File: src/rtl/nbit_pts_shiftreg.sv
// Parallel-in, serial-out shift register with valid/ready on the load and serial sides.
// A loaded word is emitted one bit per accepted transfer, MSB-first by default.
module nbit_pts_shiftreg #(
    parameter int size      = 3,
    parameter bit MSB_FIRST = 1'b1
) (
    input  logic            CLK,
    input  logic            nRST,
    input  logic            flush,
    input  logic            load_valid,
    output logic            load_ready,
    input  logic [size-1:0] load_data,
    output logic            ser_valid,
    input  logic            ser_ready,
    output logic            ser_out,
    output logic            ser_last,
    output logic            busy
);

    // Handshakes: a transfer happens on a rising CLK edge where valid && ready are both 1;
    // valid and its payload stay stable until accepted, and ready never waits on a transfer.
    localparam int CW = (size > 1) ? $clog2(size) : 1;

    typedef enum logic {IDLE, SHIFT} state_t;

    state_t            state;
    logic [size-1:0]   shreg;
    logic [CW-1:0]     count;

    assign busy       = (state == SHIFT);
    assign ser_valid  = (state == SHIFT);
    assign ser_last   = (state == SHIFT) && (count == '0);
    assign ser_out    = MSB_FIRST ? shreg[size-1] : shreg[0];
    // The final transfer frees the register, so a new word may enter with no bubble.
    assign load_ready = (state == IDLE) || (ser_last && ser_ready);

    always_ff @(posedge CLK or negedge nRST) begin
        if (!nRST) begin
            state <= IDLE;
            shreg <= '0;
            count <= '0;
        end else if (flush) begin
            state <= IDLE;
            shreg <= '0;
            count <= '0;
        end else if (load_valid && load_ready) begin
            state <= SHIFT;
            shreg <= load_data;
            count <= CW'(size - 1);
        end else if ((state == SHIFT) && ser_ready) begin
            if (count == '0) begin
                state <= IDLE;
                shreg <= '0;
            end else begin
                shreg <= MSB_FIRST ? (shreg << 1) : (shreg >> 1);
                count <= count - 1'b1;
            end
        end
    end

endmodule

File: config.mk
export PLATFORM = sky130hd
export DESIGN_NAME = nbit_pts_shiftreg
export DESIGN_NICKNAME = d
export VERILOG_FILES = /design/src/rtl/nbit_pts_shiftreg.sv
export SDC_FILE = /design/constraint.sdc
export NUM_CORES = 1
export LEC_CHECK = 0
export ABC_CLOCK_PERIOD_IN_PS = 1460
export BUFFER_PORTS_ARGS = -buffer_cell sky130_fd_sc_hd__buf_4
export CORE_AREA = 2 2 39 41
export DETAILED_ROUTE_END_ITERATION = 8
export DIE_AREA = 0 0 41 43
export PLACE_DENSITY_LB_ADDON = 0.1
export SLEW_MARGIN = 20
export SYNTH_ARGS = -nofsm -noshare
export SYNTH_HDL_FRONTEND = slang
export SYNTH_SLANG_ARGS = --single-unit
File: constraint.sdc
create_clock -name CLK -period 1.46 [get_ports CLK]
set_input_delay 0.438 -clock CLK [delete_from_list [all_inputs] [get_ports CLK]]
set_output_delay 0.438 -clock CLK [all_outputs]
set_load 0.02 [all_outputs]
* Yosys cells after proc, flatten, opt, wreduce, memory -nomap -nowiden *
Index checks and enable logic that the tools add are counted.

cells by class
  add/sub/neg operators = 1
  muxes and demuxes = 12
  equality and inequality tests = 1
  reduce and logical (&&, ||, !) cells = 10
  bitwise operators = 1

operators by type and width
  operator             number
  $mux 3               4
  $mux 2               4
  $reduce_bool 3->1    2
  $logic_and 1x1->1    4
  $mux 1               4
  $reduce_and 2->1     2
  $ne 3x3->1 const B   1
  $logic_not 2->1      1
  $sub 2x1->2 const B  1
  $logic_or 1x1->1     1
  $not 1->1            1

storage, ports and cells
  register bits after elaboration = 6
  input bits = 8
  output and inout bits = 5

* Longest topological paths before layout *
Gate-level depths: netlist of run 1.

  depth in word-level cells = 7
  depth in mapped cells = 5
  depth with buffers taken out = 5

* Worst setup path after synthesis of run 1 *
Ideal clock, no wire load.

  kind = register -> output
  from = reg state, in the netlist busy
  to = out load_ready
  arrival time = 980 ps
  buffers on the path = 1
  cell stages (with the launch flop) = 4
  slack = 42 ps
  cells stage by stage = dfrtp_1 > buf_6 > a21boi_2 > inv_1

between the ends
  cells in the longest elaborated chain, start to end = 3

RTL lines
  item                    line  text
  start, declared         26    state_t state;
  start signal, assigned  39    state <= IDLE;
  start signal, assigned  43    state <= IDLE;
  start signal, assigned  47    state <= SHIFT;
  $logic_and 1x1->1       32    assign ser_last = (state == SHIFT) && (count == '0);
  $logic_and 1x1->1       35    assign load_ready = (state == IDLE) || (ser_last && ser_ready);
  $logic_or 1x1->1 *      35
  end, declared           11    output logic load_ready,

Every way passes the cells marked *; elsewhere a longest branch is shown, timed or not.

* Final worst setup path of run 1 *
  from = reg count[0]
  to = out load_ready

between the ends
  cells in the longest elaborated chain, start to end = 4

RTL lines
  item                    line  text
  start, declared         28    logic [CW-1:0] count;
  start signal, assigned  49    count <= CW'(size - 1);
  start signal, assigned  56    count <= count - 1'b1;
  $logic_not 2->1         32
  $logic_and 1x1->1       32
  $logic_and 1x1->1       35
  $logic_or 1x1->1        35

Every way passes these cells.

==> run metrics, run 1 <==
Final WS setup -0.1099 ns; Worst setup SP type flop; I/O pin total 13; area taken by flip-flops and latches 150.1 sq um; Slew Viols, Final 0; global route overflow 0; Clock Pin Slew Worst Setup and Hold Paths 0.04 ns; Clock Tree Buf Depth 2; first-pass GRT wire length 1566 um; area leader, netlist dfrtp_1; GPL Wtd Cong 0.7064; ys async rst share 100.0%; CP Data Required Time 1.02 ns; H-tree levels 1; PortBufs 12; M3 GR Usage 5.236%; Mapped Avg Cell Area 9.277 sq um; fin crit share 107.5%; Syn Nets 50; worst vdd ir 0.0005149 V; synth warn 0; Final #Nets 71; Tot GR Track Use 13.55%; Skew-Pair Late Insertion Delay 0.24 ns; area share of the largest cell type after synthesis 39.47%; multiplexer share of the synthesized area 0%; Sink Count 6; Synth Area in XOR/XNOR 0%; Max Cap Viol 0; Area Growth Syn to Fin 50.33%; Rows 14; fraction of layout cells with a size suffix above 1 46.67%; Placement Cell Area 483.0 sq um; CP Max Fanout 3; via count of the first global-routing pass 384; cell count after synthesis 41; via/cell ratio 4.868; global route hottest layer met2; Synth top cells by count 6 x dfrtp_1, 5 x inv_1, 5 x nor2_1; failing checks negative setup slack; min Tclk post-route 1.570 ns; synth top area cells dfrtp_1 39%, inv_1 4.9%, nor2_1 4.9%; CTS Root Cell clkbuf_4; ANT cells 0; Post-Synth Adder-Cell Area 3.289%; DR vias 370; Die ar. 1763 sq um; Main synth FF type dfrtp_1; crit path kind flop to output pin; met1 GRT Util 16.45%; wire per inst 12.64 um; Num CTS Buffers 3; initial antenna violation count 0; die height 43 um; Mapped Area 380.4 sq um; Initial Util 27.49%; largest net degree at the start of global routing 11; Final Setup Violations 2; Worst-Margin Slew 0.2456 ns; P_leak 0.0002665 uW; clock skew 0.002255 ns; Die Span X 41 um; Post-Place Worst Slack -0.01169 ns; Synth Area in Compound Gates 24.67%; most frequent cell after synthesis dfrtp_1; met2 global-route usage 20.31%; Core ar. 1384 sq um; PwrDens 855.2 nW/um^2; multi-input combinational cell area 207.7 sq um; post-route cell area 571.8 sq um; Pre-antenna DRT Iters 4; type of the most critical hold path input pin to flop; antenna viol nets, final 0; Post-synth EDFFs 0; HPWL after detailed placement 717.5 um; fillers 130; Final Hold Fails 0; fmax 637.0 MHz; final WL 961 um; unique cell type count in the Yosys netlist 21; max_slew headroom 83.58%; flops & latches, synth 6; largest family of logic cells by synthesized area compound AO/OA/AOI/OAI gates; TritonCTS clock tree yes; initial drt markers 5; Seq/Total Area, Yosys 39.47%; Worst EP arrival 1.13 ns; status finished with violations; CP Capture Type output pin; Simple-Gate Fraction of Synth Area 21.71%; # DRC 0; RSZ-0062 raised after global routing yes
## stage by stage
step	hold slack (ns)	utilization, %	std cells	total power [uW]	TNS, ns
after floorplan	0.1424	-	41	265.7	0
after global placement	0.2467	34.90	68	312.0	-0.001052
after detailed placement	0.2481	34.90	68	316.6	-0.01169
after CTS	0.4204	40.33	75	495.3	-0.2116
after global routing	0.4397	41.32	76	530.2	-0.3206
final	0.4366	41.32	76	489.0	-0.1791
## cell type report
| cell class | instances | share of cell area (%) |
|---|---|---|
| multi-input cells | 27 | 36.32 |
| repair buffers | 19 | 26.70 |
| flip-flops and latches | 6 | 26.26 |
| clock buffers | 3 | 3.939 |
| well taps | 16 | 3.501 |
| inverters | 5 | 3.282 |
## repair_timing
| action | CTS | global route |
|---|---|---|
| endpoints found under the setup margin | 3 | 3 |
| hold buffers | 1 | 0 |
| pin swaps | 2 | 2 |
| endpoints found under the hold margin | 6 | 0 |
| gates resized for setup | 6 | 1 |
| buffers inserted | 3 | 1 |
## routing by layer
metal	routed length (um)	vias to the layer above	share of wire [%]
li1	-	182	-
met1	418	179	43
met4	0	0	0
met3	33	0	3.4
met5	0	-	0
met2	509	9	53
## registers in the layout (all words and copies together), names as in the netlist
name	flops
count	2
shreg	3
busy	1
## cell families (layout without fill, tap and decap cells)
kind of cell | Yosys count | in the layout
fa+ha+maj | 1 | 1
simple gates | 16 | 16
compound gates | 10 | 10
buf+inv | 8 | 27
flops | 6 | 6
## final timing paths
check                           startpoint    endpoint  slack [ns]  depth (start not counted)
worst min-delay path                 flush    count[1]        0.44                          2
worst max register to register    count[0]    shreg[1]        0.10                          6
worst max-delay path              count[0]  load_ready       -0.11                          5
min in group asynchronous             nRST        busy        0.55                          2
max in group asynchronous             nRST    shreg[0]        0.80                          2
worst min register to register    shreg[1]    shreg[1]        0.51                          1
## worst max-delay path: stages (launching register included)
cell	delay, ns
dfrtp_1	0.35
inv_2	0.06
ha_4	0.16
a21boi_2	0.13
inv_1	0.06
buf_6	0.13
## report_power, final
group | leakage [uW] | switching [uW] | internal [uW]
registers | 0.0000780 | 9.45 | 180
clock network | 0.0000138 | 55.6 | 92.7
logic | 0.000175 | 71.8 | 79.5
total | 0.000267 | 137 | 352
## cell usage in the layout (no fill, tap or decap), drive strengths merged
cell type / instances
buf: 18
o22a: 2
dlygate4sd3: 1
a21boi: 1
clkbuf: 3
a211o: 1
nor2: 5
o22ai: 1
nor2b: 2
inv: 5
a221oi: 1
o32ai: 1
nor3: 2
and2: 1
nand2b: 2
a311oi: 2
a22o: 1
nand2: 4
ha: 1
dfrtp: 6
No activity file was read; power rests on OpenSTA's default activity.
==> run 2, diff against run 1 <==
- GPL_TIMING_DRIVEN: not set -> 0
- MAX_ROUTING_LAYER: not set -> met4
==> run 2 against run 1 <==
  * The run still ends with negative setup slack left
  * Sequential cell count stayed put
  * Hold slack gained 0.029 ns
  * Count of clock-buffer cells in the layout stayed put
  * First-iteration DRC count up 20%
  * Maximum frequency shrank 2.8%
  * Sequential share of layout area shrank 1.0 points
  * Combinational power grew 7%
  * Critical path depth stayed put
  * Die area did not move
  * Clock skew is 0.0022 ns lower
  * Routed wire length is 5.0% higher
  * Cell area up 3.9%
  * Critical path type unchanged
  * Largest power group unchanged
==> run metrics, run 2 (same netlist as run 1, synthesis figures left out) <==
initial antenna violation count 0 (unchanged); HPWL after detailed placement 659.3 um (-8.1%); initial drt markers 6 (+1); CP Data Required Time 1.02 ns (about the same); largest net degree at the start of global routing 11 (unchanged); Final Util 42.95% (+1.6 points); Worst-Margin Slew 0.4882 ns (+0.2426 ns); final WL 1009 um (+5.0%); I/O pin total 13 (unchanged); min Tclk post-route 1.614 ns (+0.04456 ns); Total Power 498.9 uW (+2.0%); fraction of layout cells with a size suffix above 1 47.62% (+0.95 points); Pre-antenna DRT Iters 4 (unchanged); largest reg by FF count shreg; die height 43 um (unchanged); Worst EP arrival 1.18 ns (+0.05 ns); PortBufs 11 (-1); CTS Root Cell clkbuf_4; CP startpoint count[0]; ANT cells 0 (unchanged); GPL Wtd Cong 0.7117 (+0.75%); cells on worst reg2reg path 6 (unchanged); flop-to-flop setup slack 0.07 ns (-0.03 ns); crit path kind flop to output pin; DR vias 377 (+1.9%); Die ar. 1763 sq um (unchanged); most frequent cells in the layout 17 x buf_4, 6 x dfrtp_1, 5 x nor2_1, 4 x nand2_1; most common cell after layout, fill and taps aside buf_4; CP Max Fanout 4 (+1); via count of the first global-routing pass 380 (-1.0%); status finished with violations; Final Setup Violations 2 (unchanged); via/cell ratio 4.772 (-2.0%); Sink Count 6 (unchanged); max_slew headroom 67.45% (-16 points); Final Hold Fails 0 (unchanged); H-tree levels 1 (unchanged); Final WS setup -0.1545 ns (-0.04456 ns); antenna viol nets, final 0 (unchanged); Core ar. 1384 sq um (unchanged); Final #Nets 74 (+4.2%); fmax 619.4 MHz (-2.8%); placed instance count 68 (unchanged); Slew Viols, Final 0 (unchanged); fillers 140 (+7.7%); area taken by flip-flops and latches 150.1 sq um (unchanged); RSZ-0062 raised after global routing yes; TritonCTS clock tree yes; failing checks negative setup slack; P_leak 0.0002792 uW (+4.8%); Rows 14 (unchanged); Reg2Reg Launch Point count[0]; Hold Slack 0.4661 ns (+0.02944 ns); Max Cap Viol 0 (unchanged); global route overflow 0 (unchanged); CP Capture Type output pin; Tot GR Track Use 14.32% (+0.77 points); Critical Path Sink load_ready; first-pass GRT wire length 1566 um (unchanged); PwrDens 839.5 nW/um^2 (-1.8%); Area Growth Syn to Fin 56.25%; # DRC 0 (unchanged); Clock Tree Buf Depth 2 (unchanged); type of the most critical hold path input pin to flop; Die Span X 41 um (unchanged); Num CTS Buffers 3 (unchanged); Clock Pin Slew Worst Setup and Hold Paths 0.04 ns (about the same); worst vdd ir 0.0003912 V (-24%); clock skew 0.00008829 ns (-0.002167 ns); fin crit share 110.6% (+3.1 points); wire per inst 12.77 um (+1.0%); Skew-Pair Late Insertion Delay 0.24 ns (about the same); Worst setup SP type flop; multi-input combinational cell area 207.7 sq um (unchanged); max reg flops 3 (unchanged); RR Endpoint shreg[1]; Initial Util 27.49% (unchanged); Final Non-Filler Cells 79 (+3.9%)
-- run 2: cell count changes in the layout (fill, tap and decap cells not counted), sizes merged --
cell | before | now
buf | 18 | 20
clkbuf | 3 | 4
-- run 2: what timing repair did --
action	in CTS	in global routing
setup endpoints to repair	2	3
hold endpoints to repair	6	0
setup buffers	4	3
hold buffers	1	0
pin swaps	2	1
resized for setup	6	1
-- run 2: worst max-delay path, cell delays in order, from the launching register on --
cell and delay, ns:
dfrtp_1 0.35, inv_2 0.06, ha_4 0.17, a21boi_2 0.16, inv_1 0.07, buf_6 0.13
-- run 2: layout make-up --
type / count / share of cell area, %
inverters: 5 / 3.158
plain buffers: 3 / 3.789
flip-flops and latches: 6 / 25.26
clock buffers: 3 / 3.789
repair buffers: 19 / 25.68
well taps: 16 / 3.368
multi-input cells: 27 / 34.95
-- run 2: report_power, final --
group / switching (uW) / internal, uW
Clock: 56.7 / 92.8
Sequential: 7.44 / 180
Combinational: 77.4 / 84.7
Total: 142 / 357
-- run 2: worst min path at each step --
stage / from / to / slack, ns / depth (start not counted)
final: load_data[0] / shreg[0] / 0.47 / 3
after global routing: load_data[0] / shreg[0] / 0.46 / 3
after CTS: load_data[0] / shreg[0] / 0.46 / 3
after detailed placement: nRST / shreg[2] / 0.25 / 1
after global placement: nRST / shreg[2] / 0.25 / 1
after floorplan: nRST / busy / 0.14 / 0
-- run 2: metal layers --
layer | track usage (%) | routed length, um
met5 | - | 0
met4 | 10.00 | 13
met2 | 22.50 | 580
met3 | 3.141 | 34
met1 | 14.85 | 380
-- run 2: through the flow --
step                setup WS (ns)  cell area [sq um]  setup TNS (ns)
finish                    -0.1545              594.3         -0.2464
floorplan                 0.04231              380.4               0
CTS                       -0.1266              565.5         -0.2181
global placement         -0.09618              483.0        -0.09618
detailed placement       -0.09403              483.0        -0.09403
global route              -0.2127              594.3         -0.3566
